===== config.mk =====
export PLATFORM = sky130hd
export DESIGN_NAME = crc_encoder
export DESIGN_NICKNAME = d
export VERILOG_FILES = /design/src/rtl/crc_encoder.sv
export SDC_FILE = /design/constraint.sdc
export NUM_CORES = 1
export LEC_CHECK = 0
export CAP_MARGIN = 20
export CORE_MARGIN = 3
export CORE_UTILIZATION = 30
export DETAILED_ROUTE_END_ITERATION = 8
export GPL_ROUTABILITY_DRIVEN = 0
export PLACE_DENSITY = 0.55
export SYNTH_ARGS = -nofsm -noshare
export SYNTH_HDL_FRONTEND = slang
export SYNTH_SLANG_ARGS = --single-unit

===== constraint.sdc =====
create_clock -name clk -period 2.3 [get_ports clk]
set_input_delay 0.575 -clock clk [delete_from_list [all_inputs] [get_ports clk]]
set_output_delay 0.575 -clock clk [all_outputs]
set_load 0.005 [all_outputs]

===== src/rtl/crc_encoder.sv =====
// Bit-serial CRC generator: accepts one message, shifts it MSB-first through an
// LFSR, then presents the codeword {message, crc} on a ready/valid output.
module crc_encoder #(
  parameter int                 MSG_W = 16,
  parameter int                 CRC_W = 16,
  parameter logic [CRC_W-1:0]   POLY  = 16'h1021,
  parameter logic [CRC_W-1:0]   INIT  = 16'h0000
) (
  input  logic                     clk,
  input  logic                     rst,
  input  logic                     in_valid,
  output logic                     in_ready,
  input  logic [MSG_W-1:0]         in_data,
  output logic                     out_valid,
  input  logic                     out_ready,
  output logic [MSG_W+CRC_W-1:0]   out_data,
  output logic [CRC_W-1:0]         out_crc,
  output logic                     busy
);

  localparam int              CNT_W   = (MSG_W > 1) ? $clog2(MSG_W) : 1;
  localparam logic [CNT_W-1:0] CNT_MAX = CNT_W'(MSG_W - 1);

  localparam logic [1:0] S_IDLE  = 2'd0;
  localparam logic [1:0] S_SHIFT = 2'd1;
  localparam logic [1:0] S_DONE  = 2'd2;

  logic [1:0]       state;
  logic [CNT_W-1:0] bit_cnt;
  logic [MSG_W-1:0] msg_reg;
  logic [CRC_W-1:0] lfsr;
  logic [CRC_W-1:0] lfsr_next;
  logic             fb;
  logic             accept;

  // in_ready is gated by rst so nothing is offered while reset is held.
  assign in_ready = rst && ((state == S_IDLE) || ((state == S_DONE) && out_ready));
  assign accept   = in_valid && in_ready;
  assign busy     = (state == S_SHIFT);

  // NOTE: pure combinational next-LFSR value; every output is assigned
  // unconditionally, so no latch can be inferred.
  always_comb begin
    fb        = msg_reg[bit_cnt] ^ lfsr[CRC_W-1];
    lfsr_next = {lfsr[CRC_W-2:0], 1'b0} ^ (fb ? POLY : '0);
  end

  // NOTE: all state updates use non-blocking assignments so that every
  // register samples values from before the edge, independent of statement order.
  always_ff @(posedge clk or negedge rst) begin
    if (!rst) begin
      state     <= S_IDLE;
      bit_cnt   <= '0;
      msg_reg   <= '0;
      lfsr      <= '0;
      out_valid <= 1'b0;
      out_data  <= '0;
      out_crc   <= '0;
    end else begin
      case (state)
        S_IDLE: begin
          if (accept) begin
            msg_reg <= in_data;
            lfsr    <= INIT;
            bit_cnt <= CNT_MAX;
            state   <= S_SHIFT;
          end
        end
        S_SHIFT: begin
          lfsr    <= lfsr_next;
          bit_cnt <= bit_cnt - 1'b1;
          if (bit_cnt == '0) begin
            out_data  <= {msg_reg, lfsr_next};
            out_crc   <= lfsr_next;
            out_valid <= 1'b1;
            state     <= S_DONE;
          end
        end
        S_DONE: begin
          if (out_ready) begin
            out_valid <= 1'b0;
            // Output handshake and next accept may share this edge.
            if (accept) begin
              msg_reg <= in_data;
              lfsr    <= INIT;
              bit_cnt <= CNT_MAX;
              state   <= S_SHIFT;
            end else begin
              state <= S_IDLE;
            end
          end
        end
        default: state <= S_IDLE;
      endcase
    end
  end

endmodule


Yosys cells after proc, flatten, opt, wreduce, memory -nomap -nowiden --
Cells that the tools add are included.
Word-level totals: bits in registers 87, latch bits 0, memory bits (writable) 0, memory bits (read-only) 0, bits of input ports 20, output and inout port bits 51, word-level logic and storage cells 50, memories kept 0
Operators by class: add/subtract/negate cells 1, multiply operators 0, divide/modulo/power cells 0, magnitude comparators 1, equal/unequal tests 5, shift operators 0, multiplexer cells 20, bitwise logic cells 2, reductions and logical operators 14
Operator list (number):
- 16-bit 2-to-1 mux | 4
- 16-bit case mux with 3 select lines | 1
- 16-bit case mux with 2 select lines | 1
- 16-bit by 13-bit XOR with 16-bit output | 1
- 13-bit 2-to-1 mux | 1
- 4-bit case mux with 3 select lines | 1
- 4-bit 2-to-1 mux | 2
- 2-bit 2-to-1 mux | 3
- 2-bit case mux with 3 select lines | 1
- 2-bit AND reduction | 3
- 3-bit AND reduction | 2
- 4-bit by 5-bit < comparator with 1-bit output, second input constant | 1
- 1-bit binary-select mux with 4-bit select | 1
- 4-bit logical NOT | 1
- 1-bit 2-to-1 mux | 4
- 2-bit inequality test, second input constant | 2
- 2-bit nonzero test | 2
- 4-bit by 1-bit subtractor with 4-bit output, second input constant | 1
- 1-bit logical AND | 3
- 3-bit nonzero test | 1
- 2-bit by 1-bit equality test with 1-bit output, second input constant | 1
- 2-bit equality test, second input constant | 1
- 2-bit logical NOT | 1
- 2-bit by 1-bit inequality test with 1-bit output, second input constant | 1
- 3 further kinds | 3

Logic depth before layout (Yosys ltp) --
Gate-level depths: netlist of the first run.
word-level depth 8, depth in mapped cells 8, mapped depth without buffers 6

Least setup slack after synthesis of the first run --
No wires, ideal clock.
path kind reg-to-reg, from register bit_cnt[0], to register out_data[1], library setup time 125 ps, arrival 1755 ps, required time 2175 ps, setup slack 421 ps, stages on the path, launching flop included 8, path buffers 2, cell sequence dfrtp_1 -> buf_6 -> inv_1 -> ha_1 -> nor3b_1 -> nand2_1 -> clkbuf_1 -> mux2_2
Between the ends: word-level cells in the longest chain between the ends 2
RTL lines:
- start, declared | RTL line 29 | logic [CNT_W-1:0] bit_cnt;
- start signal, assigned | RTL line 71 | bit_cnt <= bit_cnt - 1'b1;
- 4-bit logical NOT | RTL line 72 | if (bit_cnt == '0) begin
- 2-bit AND reduction (no source line)
- end signal, assigned | RTL line 73 | out_data <= {msg_reg, lfsr_next};
- end, declared | RTL line 16 | output logic [MSG_W+CRC_W-1:0] out_data,
Every way passes these cells. A chain may end at the register's enable or synchronous reset.

Final worst setup path of the first run --
from input out_ready, to output in_ready
Between the ends: word-level cells in the longest chain between the ends 3
RTL lines:
- start, declared | RTL line 15 | input logic out_ready,
- 1-bit logical AND | RTL line 37 | assign in_ready = rst && ((state == S_IDLE) || ((state == S_DONE) && out_ready));
- 1-bit logical OR | RTL line 37
- 1-bit logical AND | RTL line 37
- end, declared | RTL line 12 | output logic in_ready,
Every way passes these cells.

==> impl_results.md, run 1 <==
* Netlist Area Pre-Place at about 3100 µm²
* Clock buffer count from CTS at 9
* Worst Path Arrival at 1.62 ns
* Pre-antenna DRT Iters at 4
* Routed WL at roughly 6600 µm
* Async SR Flop Fraction at 100%
* Yosys reg bits at slightly above 70
* Slowest library cell on the worst path: clkdlybuf4s50_1
* Peak fanout along the critical path at 2
* CP peak stage delay at between 0.4 and 0.5 ns
* Max-cap viol count at 0
* Clk_lat worst skew at roughly 0.34 ns
* Leak Pwr at between 0.0015 and 0.002 µW
* Die area at roughly 12000 µm²
* DR top layer: met4
* Final Instance Area at around 4000 µm²
* Worst-Margin Slew at 0.888 ns
* Main flop type after synthesis: dfrtp_1
* Crit path capture type: primary output
* Status: complete, no violations
* Synth cell types at 37
* Seq/Total Area, Yosys at a little under three fifths
* Fin. Hold Viols at 0
* RSZ-0062 raised after global routing: false
* DRC viols at 0
* Vias in the first global route at around 2200
* CTS Sinks at a little over 70
* Area leader, netlist: dfrtp_1
* Hold Crit Class: in2async
* Hold_buf cts at 0
* Critical path, cell by cell: clkdlybuf4s50_1, nand2b_1, and3b_1, dlygate4sd2_1
* Total number of vias at 2021
* Setup TNS at 0 ns
* Post-DR vias/cell at ~4.5
* Synth Area per Inst at about 12 µm²
* Chip Height at about 110 µm
* Synthesis warning total at 0
* Avg WL per Cell at 14.7 µm
* Met1 WL at slightly above 3000 µm
* Setup bufs post-CTS at 0
* Cell area power density at about 1300 nW/µm²
* Skew final at between 0.004 and 0.005 ns
* R2R Setup Slk at roughly 0.23 ns
* Synth top area cells: dfrtp_1 57%, mux2_2 16%, buf_4 4.1%
* Initial antenna violation count at 0
* Antenna diodes at 0
* DRT iter0 DRCs at between 90 and 100
* Port Buffer Count at 70
* Reg2Reg Depth at 6
* Core Area at ~10000 µm²
* Row Count at 36
* Placed Cells at approximately 440
* Worst setup SP type: primary input
* Final min period at ~2.2 ns
* Final ANT Viol Nets at 0
* Number of synthesized flops with an enable pin at 0
* Hold Slack at 0.459 ns
* Net count after synthesis at 273
* CTS Buffer Depth at 2
* CTS tree: done
* DIE WIDTH at about 110 µm
* Ports at 71
* Reg clk slew, reported paths at ~0.070 ns
* Final setup fails at 0
* Post-DP HPWL at about 4400 µm
* Share of cells above drive strength 1 at 23.7%
* CP Class: in2out
* Fmax at 456 MHz
* Largest register FFs at 32
* Met2 routed WL at about 3100 µm
* Synth top area share at ~57%
* Synth Instances at around 250
* Met3 wire length at about 390 µm
* Clock root cell: clkbuf_8
* Post-route clock period utilization at roughly 95%
* Worst Path Required at 1.73 ns
* Largest net degree at the start of global routing at 72
* # fillers at around 980
* Total power at around 5300 µW
* VDD IR-drop max at 0.526 mV
* First-pass GRT wire length at between 10000 and 15000 µm
* Slew HR at 40.8%
* Cell Area, Placed at approximately 3900 µm²
* Starting Density at a little under a third
* Htree depth at 3
* Area growth from synthesis to layout at 28.6%
* Max-slew violations at 0
* Grt ovf at 0
* Non-Filler Instances at between 400 and 500
* GRT Overall Usage at 12.3%
* Nets at around 330
per-layer routing:
layer	GRT usage, %	up-vias
li1	-	967
met1	16.1	992
met2	19.0	52
met3	4.30	10
met4	4.06	0
met5	0	-
critical path: cells and delay by family:
family | cells | cell delay [ns]
buffers and inverters | 2 | 0.67
and+or+nand+nor | 2 | 0.37
per-stage QoR:
step / worst slack [ns] / utilization, %
after floorplan: 0.421 / -
after global placement: -0.113 / 39.1
after detailed placement: -0.158 / 39.1
after CTS: 0.0983 / 40.6
after global routing: 0.0582 / 40.6
final: 0.107 / 40.6
final cells by class:
cell class                      instances  area [µm²]  area share [%]
Clock buffer                           12         135            3.35
Clock inverter                          2        10.0           0.248
Inverter                                4        15.0           0.372
Multi-Input combinational cell        147        1150            28.5
Sequential cell                        71        1780            44.0
Tap cell                              133         166            4.12
Timing Repair Buffer                   80         785            19.4
report_power, final:
part	total [µW]	leakage [µW]	switching, µW	internal (µW)
registers	2200	0.000901	422	1780
logic	2250	0.000839	903	1350
clock network	806	0.0000761	429	377
logic make-up (layout without fill, tap and decap cells):
logic type	after synthesis	count (layout)	share of synthesized area, %
compound gates	18	18	3.59
xor+xnor	8	8	2.23
fa+ha+maj	1	1	0.399
buf+inv	34	98	6.78
flops	71	71	56.6
mux	53	53	20.0
simple gates	67	67	10.4
final timing paths:
kind	start	endpoint
max	out_ready	in_ready
min	rst	state[0]$_DFFE_PN0P_
max reg2reg	bit_cnt[0]$_DFFE_PN0P_	out_data[31]$_DFFE_PN0P_
min reg2reg	lfsr[2]$_DFFE_PN0P_	lfsr[3]$_DFFE_PN0P_
max in group asynchronous	rst	out_data[3]$_DFFE_PN0P_
min in group clk	lfsr[2]$_DFFE_PN0P_	lfsr[3]$_DFFE_PN0P_
cell usage in the layout (no fill, tap or decap), types with 2 or more instances in the layout:
cell,n
a21oi_1,5
a221o_1,2
buf_4,10
clkbuf_1,3
clkbuf_8,9
clkdlybuf4s50_1,68
clkinv_2,2
dfrtp_1,71
inv_1,4
mux2_2,45
mux2i_1,4
mux4_2,2
nand2_1,34
nand2b_1,2
nand3_1,13
nor2_1,6
nor3_2,2
o21ai_0,7
xnor2_1,5
xor2_1,3
what timing repair did:
action,CTS,global route
hold endpoints to repair,0,0
gates resized for setup,1,0
setup endpoints to repair,1,0
synthesized netlist by cell type (2+ instances only):
library cell,instances
dfrtp_1,71
mux2_2,45
nand2_1,34
buf_4,17
nand3_1,13
clkbuf_1,8
o21ai_0,7
nor2_1,6
a21oi_1,5
xnor2_1,5
inv_1,4
mux2i_1,4
buf_2,3
xor2_1,3
a221o_1,2
mux4_2,2
nand2b_1,2
nor3_2,2
Note: power is estimated with default switching activity, not from simulation.
==> inputs of run 2 (changes only) <==
--- a/config.mk
+++ b/config.mk
@@ -5,8 +5,7 @@
 export SDC_FILE = /design/constraint.sdc
 export NUM_CORES = 1
 export LEC_CHECK = 0
-export CAP_MARGIN = 20
-export CORE_MARGIN = 3
+export CAP_MARGIN = 5
 export CORE_UTILIZATION = 30
 export DETAILED_ROUTE_END_ITERATION = 8
 export GPL_ROUTABILITY_DRIVEN = 0
==> impl_results.md, run 2 (synthesized netlist as in run 1, its figures left out) <==
* Final ANT Viol Nets at 0 (unchanged)
* DIE WIDTH at 104 µm (-3.7%)
* Final Instance Area at 4080 µm² (+0.93%)
* # fillers at 976 (-0.61%)
* Final setup fails at 0 (unchanged)
* Leak Pwr at 0.00183 µW (+1.0%)
* Die area at 10900 µm² (-7.3%)
* Routed WL at 6400 µm (-2.8%)
* DRT iter0 DRCs at 56 (-40%)
* Post-DR vias/cell at 4.57 (+1.5%)
* Reg clk slew, reported paths at 0.07 ns (about the same)
* Port Buffer Count at 70 (unchanged)
* Total number of vias at 2051 (+1.5%)
* Setup TNS at 0 ns (unchanged)
* VDD IR-drop max at 0.542 mV (+3.1%)
* Clock buffer count from CTS at 9 (unchanged)
* Most frequent cells in the layout: 71 x dfrtp_1, 68 x clkdlybuf4s50_1, 45 x mux2_2
* Worst-Margin Slew at 0.900 ns (+0.0121 ns)
* Pre-antenna DRT Iters at 4 (unchanged)
* Grt ovf at 0 (unchanged)
* Post-route clock period utilization at 93.9% (-1.4 points)
* Htree depth at 3 (unchanged)
* Clock root cell: clkbuf_8
* Most common cell after layout, fill and taps aside: dfrtp_1
* Delay-heaviest family, CP: buffers and inverters
* CTS Buffer Depth at 2 (unchanged)
* Setup bufs post-CTS at 0 (unchanged)
* Status: complete, no violations
* Skew final at 0.00464 ns (-0.0000575 ns)
* Avg WL per Cell at 14.3 µm (-2.8%)
* CP peak stage delay at 0.41 ns (about the same)
* Crit path capture type: primary output
* Worst Path Required at 1.73 ns (about the same)
* Area growth from synthesis to layout at 29.8%
* Sequential Area at 1780 µm² (unchanged)
* Share of cells above drive strength 1 at 24.4% (+0.63 points)
* CP Class: in2out
* Post-DP HPWL at 4310 µm (-1.9%)
* CTS Sinks at 71 (unchanged)
* CTS tree: done
* First-pass GRT wire length at 10700 µm (-4.3%)
* Nets at 334 (unchanged)
* Cell area power density at 1320 nW/µm² (+1.1%)
* Fmax at 463 MHz (+1.5%)
* GRT Overall Usage at 12.5% (+0.22 points)
* Buf/Inv on CP at 2 (unchanged)
* Max-cap viol count at 0 (unchanged)
* RSZ-0062 raised after global routing: false
* Critical path, cell by cell: clkdlybuf4s50_1, nand2b_1, and3b_1, dlygate4sd2_1
* Slowest library cell on the worst path: clkdlybuf4s50_1
* Area of the multi-input gates at 1150 µm² (unchanged)
* Cell Area, Placed at 3890 µm² (unchanged)
* Slew HR at 40.0% (-0.80 points)
* Max-slew violations at 0 (unchanged)
* Row Count at 36 (unchanged)
* Antenna diodes at 0 (unchanged)
* Peak fanout along the critical path at 2 (unchanged)
* Fin. Hold Viols at 0 (unchanged)
* Hold Crit Class: in2async
* Ports at 71 (unchanged)
* Chip Height at 104 µm (-3.7%)
* Clk_lat worst skew at 0.34 ns (about the same)
* Final min period at 2.16 ns (-0.0325 ns)
* Largest register FFs at 32 (unchanged)
* Worst setup SP type: primary input
* Worst Path Arrival at 1.59 ns (-0.03 ns)
* Core Area at 9950 µm² (unchanged)
* Initial antenna violation count at 0 (unchanged)
* Largest net degree at the start of global routing at 72 (unchanged)
* Vias in the first global route at 2184 (-0.23%)
* Starting Density at 31.5% (unchanged)
* DRC viols at 0 (unchanged)
[run 2: cell count changes in the layout (fill, tap and decap cells not counted), sizes merged]
cell,delta
clkinv,-2
clkbuf,+2
[run 2: final cells by class]
| cell class | instances | area share, % |
|---|---|---|
| Sequential cell | 71 | 43.6 |
| Multi-Input combinational cell | 147 | 28.2 |
| Timing Repair Buffer | 80 | 19.3 |
| Clock buffer | 14 | 4.48 |
| Tap cell | 133 | 4.08 |
| Inverter | 4 | 0.368 |
[run 2: path summary, 6_finish.rpt]
check | slack (ns) | cells past startpoint | to | start
max | 0.14 | 4 | in_ready | out_ready
min reg2reg | 0.50 | 2 | lfsr[8]$_DFFE_PN0P_ | lfsr[7]$_DFFE_PN0P_
max in group asynchronous | 1.22 | 2 | out_data[5]$_DFFE_PN0P_ | rst
min in group clk | 0.50 | 2 | lfsr[8]$_DFFE_PN0P_ | lfsr[7]$_DFFE_PN0P_
min | 0.48 | 2 | bit_cnt[3]$_DFFE_PN0P_ | rst
max reg2reg | 0.29 | 5 | lfsr[12]$_DFFE_PN0P_ | bit_cnt[0]$_DFFE_PN0P_
[run 2: power by group]
group / internal, µW / total [µW] / switching [µW]
Clock: 499 / 930 / 431
Sequential: 1780 / 2200 / 420
Combinational: 1350 / 2240 / 892
Total: 3630 / 5370 / 1740
[run 2: layer usage]
metal / global-route usage, % / vias to the layer above / wire length [µm]
li1: - / 969 / -
met1: 15.2 / 1022 / 2880
met2: 20.2 / 53 / 3070
met3: 5.33 / 7 / 387
met4: 3.37 / 0 / 57
met5: 0 / - / 0
[run 2: what timing repair did]
action,CTS,global route
gates resized for setup,1,0
hold buffers,0,0
setup endpoints to repair,1,0
[run 2: metrics by stage]
| stage | std cells | util (%) | total power [µW] | setup WS [ns] | hold slack (ns) |
|---|---|---|---|---|---|
| after detailed placement | 435 | 39.1 | 4520 | -0.149 | 0.482 |
| after floorplan | 252 | - | 3610 | 0.421 | 0.279 |
| after global routing | 449 | 40.9 | 5790 | 0.0502 | 0.537 |
| after CTS | 449 | 40.9 | 5460 | 0.128 | 0.506 |
| final | 449 | 40.9 | 5370 | 0.139 | 0.478 |
| after global placement | 435 | 39.1 | 4460 | -0.108 | 0.488 |
==> inputs of run 3 (changes only) <==
--- a/config.mk
+++ b/config.mk
@@ -6,10 +6,10 @@
 export NUM_CORES = 1
 export LEC_CHECK = 0
 export CAP_MARGIN = 5
-export CORE_UTILIZATION = 30
+export CORE_UTILIZATION = 33
 export DETAILED_ROUTE_END_ITERATION = 8
 export GPL_ROUTABILITY_DRIVEN = 0
-export PLACE_DENSITY = 0.55
+export PLACE_DENSITY = 0.59
 export SYNTH_ARGS = -nofsm -noshare
 export SYNTH_HDL_FRONTEND = slang
 export SYNTH_SLANG_ARGS = --single-unit
==> impl_results.md, run 3 (synthesized netlist as in run 1, its figures left out) <==
* Die area at 9910 µm² (-8.9%)
* Clock root cell: clkbuf_8
* CTS tree: done
* VDD IR-drop max at 0.512 mV (-5.5%)
* Post-route clock period utilization at 94.3% (+0.39 points)
* Final min period at 2.17 ns (+0.00886 ns)
* Delay-heaviest family, CP: buffers and inverters
* Total number of vias at 2083 (+1.6%)
* Largest net degree at the start of global routing at 72 (unchanged)
* Fin. Hold Viols at 0 (unchanged)
* Post-DP HPWL at 4250 µm (-1.4%)
* Port Buffer Count at 70 (unchanged)
* Hold Crit Class: in2async
* Core Area at 9240 µm² (-7.2%)
* DRC viols at 0 (unchanged)
* Initial antenna violation count at 0 (unchanged)
* DR top layer: met4
* Max-cap viol count at 0 (unchanged)
* Post-DR vias/cell at 4.69 (+2.7%)
* Slew HR at 40.6% (+0.62 points)
* First-pass GRT wire length at 10400 µm (-2.5%)
* Final setup fails at 0 (unchanged)
* Starting Density at 34.0% (+2.4 points)
* Share of cells above drive strength 1 at 24.4% (+0.077 points)
* Worst setup SP type: primary input
* Status: complete, no violations
* Peak fanout along the critical path at 2 (unchanged)
* RSZ-0062 raised after global routing: false
* Final ANT Viol Nets at 0 (unchanged)
* Post-cts resize count at 1 (unchanged)
* Fmax at 461 MHz (-0.41%)
* Met3 wire length at 312 µm (-19%)
* FF-to-FF End: lfsr[5]$_DFFE_PN0P_
* Cell area power density at 1350 nW/µm² (+2.3%)
* Buf/Inv on CP at 2 (unchanged)
* Cell Area, Placed at 3870 µm² (-0.51%)
* CTS Sinks at 71 (unchanged)
* Clk_lat worst skew at 0.35 ns (about the same)
* CP Class: in2out
* DRT iter0 DRCs at 130 (+130%)
* Chip Height at 99.5 µm (-4.6%)
* Slowest library cell on the worst path: clkdlybuf4s50_1
* Most common cell after layout, fill and taps aside: dfrtp_1
* Reg clk slew, reported paths at 0.07 ns (about the same)
* Leak Pwr at 0.00183 µW (about the same)
* Vias in the first global route at 2071 (-5.2%)
* Largest register FFs at 32 (unchanged)
* Htree depth at 3 (unchanged)
* Total power at 5500 µW (+2.5%)
* Nets at 332 (-0.60%)
* CP peak stage delay at 0.41 ns (about the same)
* Area growth from synthesis to layout at 30.1%
* Row Count at 35 (-2.8%)
* Ports at 71 (unchanged)
* Max-slew violations at 0 (unchanged)
* Grt ovf at 0 (unchanged)
* Avg WL per Cell at 14.1 µm (-1.4%)
* R2R Setup Slk at 0.28 ns (about the same)
* # fillers at 886 (-9.2%)
* Hold_buf cts at 0 (unchanged)
* Hold Slack at 0.464 ns (-0.0140 ns)
* Final Instance Area at 4080 µm² (+0.18%)
* Routed WL at 6250 µm (-2.5%)
* Antenna diodes at 0 (unchanged)
* Pre-antenna DRT Iters at 4 (unchanged)
* Clock buffer count from CTS at 9 (unchanged)
* Met2 routed WL at 2980 µm (-3.2%)
* Skew final at 0.00610 ns (+0.00146 ns)
* Worst Path Arrival at 1.59 ns (about the same)
* DIE WIDTH at 99.5 µm (-4.6%)
* Critical path, cell by cell: clkdlybuf4s50_1, nand2b_1, and3b_1, dlygate4sd2_1
* Met1 WL at 2880 µm (-0.28%)
* GRT Overall Usage at 13.6% (+1.1 points)
* Setup bufs post-CTS at 0 (unchanged)
* Setup TNS at 0 ns (unchanged)
* Worst-Margin Slew at 0.891 ns (-0.00924 ns)
* CTS Buffer Depth at 2 (unchanged)
* RR Startpoint: bit_cnt[0]$_DFFE_PN0P_
* Crit path capture type: primary output
* Reg2Reg Depth at 5 (unchanged)
* Worst Path Required at 1.73 ns (about the same)
* Most frequent cells in the layout: 71 x dfrtp_1, 68 x clkdlybuf4s50_1, 45 x mux2_2
==> run 3: changes by cell type in the layout (fill, tap and decap cells not counted) <==
cell	delta
buf_4	-2
bufinv_16	+2
clkbuf_1	-1
clkbuf_8	-4
clkinv_2	+2
clkinv_4	+1
clkinvlp_4	+1
==> run 3: stage by stage <==
step | utilization, % | std cells | setup WS, ns
CTS | 44.2 | 444 | 0.110
floorplan | - | 252 | 0.421
global route | 44.2 | 444 | 0.0625
detailed placement | 41.9 | 429 | -0.121
finish | 44.2 | 444 | 0.130
global placement | 41.9 | 429 | -0.107
==> run 3: power breakdown <==
group	internal [µW]	switching (µW)	total (µW)
Combinational	1340	883	2220
Sequential	1780	431	2210
Clock	602	476	1080
Total	3710	1790	5500
==> run 3: layout make-up <==
type / count / area (µm²) / area share [%]
Sequential cell: 71 / 1780 / 43.5
Multi-Input combinational cell: 147 / 1150 / 28.2
Timing Repair Buffer: 78 / 769 / 18.8
Tap cell: 129 / 161 / 3.95
Clock buffer: 9 / 124 / 3.03
Clock inverter: 6 / 86.3 / 2.11
Inverter: 4 / 15.0 / 0.368
==> run 3: how the worst max path moves through the flow <==
stage | startpoint | cells after the start | slack, ns | end
after floorplan | bit_cnt[0]$_DFFE_PN0P_ | 7 | 0.42 | out_data[1]$_DFFE_PN0P_
after global placement | out_ready | 4 | -0.11 | in_ready
after detailed placement | out_ready | 4 | -0.12 | in_ready
after CTS | state[1]$_DFFE_PN0P_ | 3 | 0.11 | busy
after global routing | out_ready | 4 | 0.06 | in_ready
final | out_ready | 4 | 0.13 | in_ready
==> run 3: metal layers <==
metal | global-route usage (%) | vias to the layer above
li1 | - | 970
met1 | 17.4 | 1042
met2 | 21.5 | 63
met3 | 3.87 | 8
met4 | 6.11 | 0
met5 | 0 | -
